$ cat config.mk
export PLATFORM = sky130hd
export DESIGN_NAME = decoder_scan
export DESIGN_NICKNAME = d
export VERILOG_FILES = /design/src/rtl/decoder_scan.sv
export SDC_FILE = /design/constraint.sdc
export NUM_CORES = 1
export LEC_CHECK = 0
export ABC_AREA = 1
export ABC_CLOCK_PERIOD_IN_PS = 3000
export CAP_MARGIN = 20
export CORE_AREA = 5 5 61 63
export DETAILED_ROUTE_END_ITERATION = 7
export DIE_AREA = 0 0 66 68
export HOLD_SLACK_MARGIN = 0.15
export PLACE_DENSITY = 0.76
export SLEW_MARGIN = 20
export SYNTH_ARGS = -nofsm -noshare
export SYNTH_HDL_FRONTEND = slang
export SYNTH_SLANG_ARGS = --single-unit
$ cat constraint.sdc
create_clock -name clk -period 3 [get_ports clk]
set_input_delay 0.9 -clock clk [delete_from_list [all_inputs] [get_ports clk]]
set_output_delay 0.9 -clock clk [all_outputs]
set_load 0.01 [all_outputs]
$ cat src/rtl/decoder_scan.sv
// decoder_scan: one-hot decoder with direct, scanning and hold modes.
// Scan steps are paced by a prescaler; wrap pulses on roll-over.
module decoder_scan #(
   parameter int WIDTH = 4,
   parameter int DIV   = 5
) (
   input  logic                  clk,
   input  logic                  reset,
   input  logic                  enable,
   input  logic [1:0]            mode,
   input  logic                  load,
   input  logic [WIDTH-1:0]      binary_in,
   output logic [2**WIDTH-1:0]   value,
   output logic [WIDTH-1:0]      index,
   output logic                  wrap
);

   localparam int N = 2**WIDTH;
   localparam logic [7:0] DIV_M1 = 8'(DIV - 1);

   typedef enum logic [2:0] {
      S_IDLE,
      S_DIRECT,
      S_UP,
      S_DOWN,
      S_HOLD
   } state_t;

   state_t           r_state;
   logic [WIDTH-1:0] r_index;
   logic [N-1:0]     r_value;
   logic             r_wrap;
   logic [7:0]       r_presc;

   state_t           w_next;
   logic             w_scan;
   logic             w_up;
   logic             w_changed;
   logic             w_load;
   logic             w_step;
   logic             w_wrap;
   logic [WIDTH-1:0] w_index;
   logic [7:0]       w_presc;
   logic [N-1:0]     w_onehot;

   // Next state follows enable and mode every cycle.
   always_comb begin
      w_next = S_IDLE;
      if (enable) begin
         case (mode)
            2'b00:   w_next = S_DIRECT;
            2'b01:   w_next = S_UP;
            2'b10:   w_next = S_DOWN;
            default: w_next = S_HOLD;
         endcase
      end
   end

   // A state change restarts pacing; load beats a pending step.
   always_comb begin
      w_scan    = (w_next == S_UP) || (w_next == S_DOWN);
      w_up      = (w_next == S_UP);
      w_changed = (w_next != r_state);
      w_load    = w_scan && load;
      w_step    = w_scan && !w_changed && !w_load &&
                  (r_presc == DIV_M1);
      w_index   = r_index;
      w_wrap    = 1'b0;
      if (w_next == S_DIRECT) begin
         w_index = binary_in;
      end else if (w_load) begin
         w_index = binary_in;
      end else if (w_step) begin
         if (w_up) begin
            w_index = r_index + WIDTH'(1);
            w_wrap  = (r_index == '1);
         end else begin
            w_index = r_index - WIDTH'(1);
            w_wrap  = (r_index == '0);
         end
      end
      if (!w_scan || w_changed || w_load || w_step)
         w_presc = 8'd0;
      else
         w_presc = r_presc + 8'd1;
      w_onehot = {{(N-1){1'b0}}, 1'b1} << w_index;
   end

   // State and all outputs registered on the same edge.
   always_ff @(posedge clk) begin
      if (reset) begin
         r_state <= S_IDLE;
         r_index <= '0;
         r_value <= '0;
         r_wrap  <= 1'b0;
         r_presc <= 8'd0;
      end else begin
         r_state <= w_next;
         r_index <= w_index;
         r_value <= (w_next == S_IDLE) ? '0 : w_onehot;
         r_wrap  <= w_wrap;
         r_presc <= w_presc;
      end
   end

   assign value = r_value;
   assign index = r_index;
   assign wrap  = r_wrap;

endmodule

==> results of run 1 <==
[sequential cells by signal (all words and copies together) (netlist names)]
register / cells
r_state: 3
value: 16
index: 4
r_presc: 8
wrap: 1
[routing by layer]
layer | GRT usage, % | wire, um | up-vias
li1 | - | - | 705
met1 | 18.3 | 1440 | 613
met2 | 25.0 | 1600 | 25
met3 | 4.60 | 137 | 6
met4 | 6.09 | 57 | 0
met5 | 0 | 0 | -
[repair_timing]
action,in CTS,in global routing
setup buffers,0,1
gates resized for setup,0,23
hold buffers,0,0
setup endpoints to repair,0,17
[stage by stage]
| step | hold slack (ns) | setup WS [ns] |
|---|---|---|
| final | 0.475 | 0.0506 |
| after global routing | 0.517 | -0.0405 |
| after CTS | 0.481 | 0.0197 |
| after detailed placement | 0.459 | -0.333 |
| after global placement | 0.447 | -0.257 |
| after floorplan | 0.430 | 0.373 |
[power breakdown]
group	internal, mW	total [mW]	switching, mW
combinational	0.0873	0.192	0.105
sequential	0.435	0.443	0.00832
clock	0.175	0.318	0.143
[cell type report]
type | instances | area, um^2 | area share [%]
clock inverter | 2 | 35.0 | 1.66
clock buffer | 6 | 41.3 | 1.96
multi-input combinational | 131 | 825 | 39.2
sequential | 32 | 641 | 30.4
inverter | 29 | 109 | 5.17
timing repair buffer | 43 | 398 | 18.9
tap | 46 | 57.6 | 2.73
[logic make-up after synthesis]
| family | count (synthesis) |
|---|---|
| adders and majority gates | 8 |
| buffers and inverters | 30 |
| AOI/OAI and AO/OA | 7 |
| xor gates and xnor gates | 2 |
| DFF | 32 |
| and+or+nand+nor | 114 |
[critical path: stages]
cell and delay (ns):
clkdlybuf4s50_1 0.50, inv_2 0.06, ha_4 0.27, nand2_2 0.07, nor2_4 0.10, nand2_2 0.10
ha_1 0.29, nand2_1 0.07, nor2_1 0.05, nor2_2 0.13, inv_1 0.05, nand2_1 0.05
nand2_1 0.05, nand2_1 0.07, nand3_2 0.10, nand2_2 0.12, nand2_4 0.11, nor2_1 0.12
[cell usage in the layout (no fill, tap or decap), types with 6 or more instances in the layout]
cell type        count
nand3_1             13
dfxtp_1             32
nand2_2              9
nor2_4               6
buf_4               13
nand2_1             31
nor2_2               6
nor2_1              27
clkdlybuf4s50_1     30
inv_1               26
[final timing paths]
path         startpoint          to  slack [ns]  cells after the start
max             mode[0]    value[2]        0.05                     18
min          r_presc[0]  r_presc[0]        0.47                      1
max reg2reg    index[0]    value[0]        1.08                      9
min reg2reg  r_presc[0]  r_presc[0]        0.47                      1
==> impl_metrics.csv, run 1 <==
group,metric,value,unit
status,status,"finished, final reports clean",
critical_path,path_class,"input pin to register",
timing,hold_viol,0,
placement,gp_routability_congestion,0.887,
placement,hpwlAfterDp,2.49,mm
synth,syn_nets,211,
synth,synth_area_leaders,"dfxtp_1 (43%), nand2_1 (8.8%), nor2_1 (8.8%)",
routing,drt-vias-per-instance,4.67,
floorplanning,chipWidth,66,um
timing,fin_crit_sh,98.3,%
timing,slew_viol_final,0,
routing,wl,3.23,mm
synth,synth-compound-area-share,2.86,%
synth,synth_warnings,0,
clock_network,clock_sinks,32,
critical_path,end_kind,"register",
synth,synth_xor_xnor_area_share,1.18,%
synth,netlist_instances,193,
finish,design_area,2110,um^2
power_and_ir_drop,p_leak,0.854,nW
synth,ys.flop_type,"dfxtp_1",
floorplanning,dieHeight,68,um
placement,dp.cells,280,
clock_network,htreeDepth,2,
synth,synth_seq_cells,32,
finish,nNetsFinal,260,
synth,async_reset_ff_share,0,%
floorplanning,io_pins,31,
finish,drive_above_1_share,23.5,%
finish,fin_util,66.2,%
clock_network,cts_tree,"built",
synth,synth_edf_count,0,
clock_network,clk_pin_slew,0.10,ns
global_routing,grt_pass1_vias,1209,
power_and_ir_drop,powerDensity,453,nW/um^2
synth,syn_area,1490,um^2
global_routing,grt_max_degree,11,
clock_network,clk_path_buf_depth,2,
finish,layout-area-overhead-vs-synth,41.8,%
routing,routedWlPerCell,11.2,um
floorplanning,dieArea,4490,um^2
timing,setup_viol,0,
power_and_ir_drop,power,0.954,mW
timing,finalCriticalPeriod,2.95,ns
clock_network,clock-root-buffer,"clkbuf_4",
finish,fillers,265,
finish,antennaDiodeCount,0,
critical_path,crit_fanout,8,
flow_run,drv_cap,0,
synth,muxShareOfSynthArea,0,%
global_routing,grt_first_pass_wirelength,5.15,mm
timing,slew_headroom,75.3,%
floorplanning,core,3180,um^2
global_routing,grt_use_total,15.1,%
synth,synthTopCellsByCount,"nand2_1 (35), nor2_1 (35), dfxtp_1 (32)",
timing,fin_setup_tns,0,ns
routing,vias,1349,
global_routing,overflow,0,
timing,worst-slew-pin-transition,0.370,ns
placement,port_buffers,30,
routing,drc,0,
placement,placed_area,1930,um^2
clock_network,cts_made_buffers,5,
synth,avgSynthCellArea,7.70,um^2
synth,yosysTopAreaCell,"dfxtp_1",
routing,dr.first_iter.drc_count,56,
global_routing,antenna_found_initial,0,
finish,finalNonFillerCells,289,
critical_path,cp.arrival,3.22,ns
critical_path,start_kind,"input pin",
synth,ys_types,29,
synth,synthSimpleGateAreaFrac,38.0,%
floorplanning,placementRows,21,
synth,yosysSeqAreaShare,43.1,%
synth,synth_top_area_share,43.1,%
floorplanning,initial_core_util,46.7,%
clock_network,clk_latency,0.33,ns
power_and_ir_drop,ir_drop,0.000270,V
synth,synthAdderAreaFrac,7.25,%
routing,postRouteAntennaNets,0,
timing,finClkSkew,0.00783,ns
synth,synth_top_family_by_area,"simple AND/OR/NAND/NOR gates",
min_path,hp-class,"register to register",
timing,max_freq,339,MHz
critical_path,worstPathRequired,3.27,ns
routing,dr.pass1.iters,6,
Power figures use the tool's default switching activity.
==> run 2, diff against run 1 <==
--- a/config.mk
+++ b/config.mk
@@ -6,7 +6,7 @@
 export NUM_CORES = 1
 export LEC_CHECK = 0
 export ABC_AREA = 1
-export ABC_CLOCK_PERIOD_IN_PS = 3000
+export ABC_CLOCK_PERIOD_IN_PS = 3300
 export CAP_MARGIN = 20
 export CORE_AREA = 5 5 61 63
 export DETAILED_ROUTE_END_ITERATION = 7
==> constraint.sdc (replaced) <==
create_clock -name clk -period 3.3 [get_ports clk]
set_input_delay 0.99 -clock clk [delete_from_list [all_inputs] [get_ports clk]]
set_output_delay 0.99 -clock clk [all_outputs]
set_load 0.01 [all_outputs]
==> run 2 against run 1 <==
  * Setup slack improved by 0.14 ns
  * Flip-flop and latch count is the same
  * Total power down 12%
  * Count of clock-buffer cells in the layout is the same
  * Die area unchanged
  * Clock power shrank 9.4%
  * Core utilization is 4.1 points lower
  * Largest power group unchanged
  * Critical path depth unchanged
  * Non-clock buffer count fell by 5
==> impl_metrics.csv, run 2 (synthesized netlist as in run 1, its figures left out) <==
group,metric,value,unit
status,status,"finished, final reports clean",
critical_path,end_kind,"register",
critical_path,crit_fanout,8,
finish,layout_common_cells,"nand2_1 (35), nor2_1 (35), dfxtp_1 (32)",
floorplanning,initial_core_util,46.7,%
critical_path,start_kind,"input pin",
timing,max_freq,322,MHz
finish,largest_reg_flops,16,
clock_network,cts_made_buffers,5,
routing,dr.first_iter.drc_count,44,
routing,postRouteAntennaNets,0,
routing,drc,0,
placement,gp_routability_congestion,0.827,
global_routing,overflow,0,
global_routing,grt_use_total,15.2,%
global_routing,grt_busiest_layer,"met2",
power_and_ir_drop,p_leak,0.831,nW
finish,drive_above_1_share,14.7,%
global_routing,grtUsageMet1,17.3,%
power_and_ir_drop,ir_drop,0.000255,V
timing,fin_crit_sh,94.2,%
critical_path,path_class,"input pin to register",
timing,slew_headroom,72.4,%
finish,antennaDiodeCount,0,
min_path,hp-start,"r_presc[0]",
timing,setup_ws,0.193,ns
clock_network,clock_sinks,32,
critical_path,worstPathRequired,3.56,ns
floorplanning,dieHeight,68,um
floorplanning,placementRows,21,
timing,finClkSkew,0.00815,ns
routing,wl,3.03,mm
clock_network,clk_path_buf_depth,2,
critical_path,reg2reg_from,"index[0]",
clock_network,postCtsSetupRepairBufs,0,
flow_run,drv_cap,0,
power_and_ir_drop,power,0.837,mW
timing,worst-slew-pin-transition,0.413,ns
routing,routedWlPerCell,10.7,um
timing,slew_viol_final,0,
placement,place_ws,-0.111,ns
global_routing,grt_pass1_vias,1228,
floorplanning,core,3180,um^2
global_routing,use_met2,26.5,%
floorplanning,dieArea,4490,um^2
global_routing,grt_util_met3,5.09,%
power_and_ir_drop,powerDensity,424,nW/um^2
timing,finalCriticalPeriod,3.11,ns
min_path,hp-class,"register to register",
global_routing,antenna_found_initial,0,
clock_network,clock-root-buffer,"clkbuf_4",
timing,setup_viol,0,
clock_network,cts_tree,"built",
finish,fin_util,62.1,%
finish,layout-area-overhead-vs-synth,33.0,%
placement,hpwlAfterDp,2.35,mm
routing,dr.pass1.iters,4,
critical_path,cp.arrival,3.36,ns
timing,hold_viol,0,
finish,nNetsFinal,255,
critical_path,startpoint,"mode[0]",
clock_network,clk_latency,0.33,ns
floorplanning,chipWidth,66,um
global_routing,grt_first_pass_wirelength,5.16,mm
clock_network,cts_hold_buffers,0,
floorplanning,io_pins,31,
routing,drt-vias-per-instance,4.64,
clock_network,clk_pin_slew,0.09,ns
timing,rsz0062_at_grt,"false",
clock_network,cts-resized-gates,0,
placement,port_buffers,30,
global_routing,grt_max_degree,11,
routing,vias,1317,
clock_network,htreeDepth,2,
[run 2: cell types whose count changed in the layout (fill, tap and decap cells not counted), moves of 2 or more]
cell | previous run | this run
buf_4 | 13 | 8
ha_1 | 3 | 7
ha_2 | 2 | 0
ha_4 | 2 | 0
nand2_1 | 31 | 35
nand2_2 | 9 | 5
nor2_1 | 27 | 35
nor2_2 | 6 | 3
nor2_4 | 6 | 1
[run 2: report_power, final]
| group | total [mW] | internal, mW | switching [mW] |
|---|---|---|---|
| Sequential | 0.403 | 0.396 | 0.00725 |
| Combinational | 0.147 | 0.0654 | 0.0816 |
| Clock | 0.288 | 0.159 | 0.129 |
[run 2: path summary, 6_finish.rpt]
kind                            slack, ns  cells past startpoint         end
worst max register to register       1.41                      9    value[7]
worst max-delay path                 0.19                     18    value[7]
worst min register to register       0.47                      1  r_presc[0]
worst min-delay path                 0.47                      1  r_presc[0]
[run 2: layout make-up]
| type | instances | area (um^2) |
|---|---|---|
| fill | 298 | 1200 |
| multi-input combinational | 131 | 732 |
| sequential | 32 | 641 |
| timing repair buffer | 38 | 360 |
| inverter | 29 | 109 |
| tap | 46 | 57.6 |
| clock buffer | 6 | 41.3 |
| clock inverter | 2 | 35.0 |
[run 2: per-stage QoR]
step                      TNS, ns  instances  instance area [um^2]  hold slack (ns)
after floorplan                 0        193                  1490            0.430
after global placement     -0.299        276                  1900            0.451
after detailed placement    -1.43        276                  1900            0.456
after CTS                       0        284                  1980            0.474
after global routing            0        284                  1980            0.491
final                           0        284                  1980            0.469
[run 2: routing by layer]
| metal | vias up | wire [um] |
|---|---|---|
| met3 | 6 | 134 |
| li1 | 698 | - |
| met4 | 0 | 51 |
| met5 | - | 0 |
| met2 | 27 | 1510 |
| met1 | 586 | 1340 |
[run 2: worst max-delay path, cell delays in order]
cell and delay (ns):
clkdlybuf4s50_1 0.48, inv_1 0.06, ha_1 0.32, nand2_2 0.07, nor2_2 0.10, nand2_1 0.11, ha_1 0.33, nand2_1 0.09
nand2_1 0.05, nor2_1 0.14, inv_1 0.05, nand2_1 0.06, nand2_1 0.04, nand2_1 0.06, nand3_2 0.08, nand2_2 0.10
nand2_4 0.09, nor2_1 0.15
==> RTL change: new RTL, config.mk and constraints of run 1 <==
Change the parameter `WIDTH` from 4 to 3.
--- a/src/rtl/decoder_scan.sv
+++ b/src/rtl/decoder_scan.sv
@@ -1,7 +1,7 @@
 // decoder_scan: one-hot decoder with direct, scanning and hold modes.
 // Scan steps are paced by a prescaler; wrap pulses on roll-over.
 module decoder_scan #(
-   parameter int WIDTH = 4,
+   parameter int WIDTH = 3,
    parameter int DIV   = 5
 ) (
    input  logic                  clk,
Interface: changed (resized binary_in, index and value); port bits go from 31 to 21. No check against the original RTL was run, so the function may have changed too.
==> RTL change against run 1 <==
- setup slack improved by 0.17 ns
- critical endpoint is now value[1]
- clock skew down 0.0034 ns
- clock power decreased by 55%
- sequential cell count decreased by 9
- power fell by 38%
- sequential power down 28%
- register-to-register slack improved by 0.19 ns
- sequential share of layout area is 1.4 points lower
- global-route usage is 2.6 points lower
- hold slack got worse by 0.0025 ns
- synthesized area down 20%
- cell area down 25%
- wire length decreased by 26%
==> RTL change: results (changes against run 1) <==
| Metric | Value |
|---|---|
| Hpwl dp | 2.010 mm (-19%) |
| Share of cells above drive strength 1 | 0.1888 (-0.04579) |
| Non-clock buffer share of cell area | 0.1864 (-0.002535) |
| Max-slew headroom | 0.7612 (+0.008593) |
| Syn_nets | 177 (-16%) |
| Area of the multi-input gates | 653.1 um^2 (-21%) |
| Post-synthesis cell type count | 23 (-21%) |
| Tmin final | 2.781 ns (-0.1682 ns) |
| Clock buf/inv share | 0.01738 (-0.01887) |
| Non-clk invs | 24 (-17%) |
| Synth area leaders | dfxtp_1 (39%), nor2_1 (9.5%), nand2_1 (9.2%), inv_1 (7.6%), nand3_1 (7.2%) |
| Post-DP Area | 1534 um^2 (-20%) |
| Clkbuf count | 3 (-3) |
| Port bufs | 20 (-33%) |
| Finished Layout Cells | 242 (-16%) |
| Reg2reg start | index[1] |
| Clock skew | 0.004387 ns (-0.003443 ns) |
| Design Power | 589.5 uW (-38%) |
| Final core occ | 0.4982 (-0.1641) |
| Worst skew pair latency | 0.31 ns (-0.02 ns) |
| Register Area | 460.4 um^2 (-28%) |
| DP Worst Slack | -0.2317 ns (+0.1016 ns) |
| Pleak | 0.0006790 uW (-20%) |
| Worst-path fanout max | 4 (-4) |
| Arrival time at the worst endpoint | 3.03 ns (-0.19 ns) |
| Net switching power | 164.9 uW (-36%) |
| H-tree Lvls | 1 (-1) |
| Sink Count | 23 (-28%) |
| Status | finished clean |
| First-pass DRT Iterations | 4 (-2) |
| Iteration-0 DRC count of the detailed router | 66 (+18%) |
| Bufs w/o clock | 31 (-28%) |
| VDD IR max | 0.1978 mV (-27%) |
| Final WL | 2.409 mm (-26%) |
| Nets | 212 (-18%) |
| Post-synthesis average cell area | 7.314 um^2 (-5.0%) |
| Comb_multi_in | 114 (-13%) |
| Total GRT Usage | 0.1247 (-0.02627) |
| Placer Congestion | 0.8015 (-9.7%) |
| Worst R2R End | value[1] |
| Seq/Total Area, Yosys | 0.3886 (-0.04274) |
## RTL change: cell families (layout without fill, tap and decap cells)
group,count (synthesis),after routing,synth area share
XOR/XNOR,3,3,0.02218
buffers and inverters,25,59,0.07920
AND/OR/NAND/NOR,99,99,0.4044
adder cells (fa/ha/maj),6,6,0.06969
AO/OA/AOI/OAI,6,6,0.03590
flip-flops,23,23,0.3886
## RTL change: worst max-delay path: stages
cell and delay [ns]:
clkdlybuf4s50_1 0.47, inv_1 0.08, ha_4 0.25, nand2_2 0.07, nor2_1 0.05, nand2_1 0.07
inv_1 0.06, fa_1 0.37, inv_1 0.07, nand3_1 0.08, nand2_2 0.10, nand4_1 0.09
nand3_1 0.13, nand3_2 0.11, nor2_1 0.12
## RTL change: metal layers
metal	GRT usage	routed length [um]	vias to the layer above	share of wire
li1	-	-	575	-
met1	0.1523	1130	495	0.47
met2	0.2165	1137	30	0.47
met3	0.01806	101	4	0.042
met4	0.05838	40	0	0.017
met5	0	0	-	0
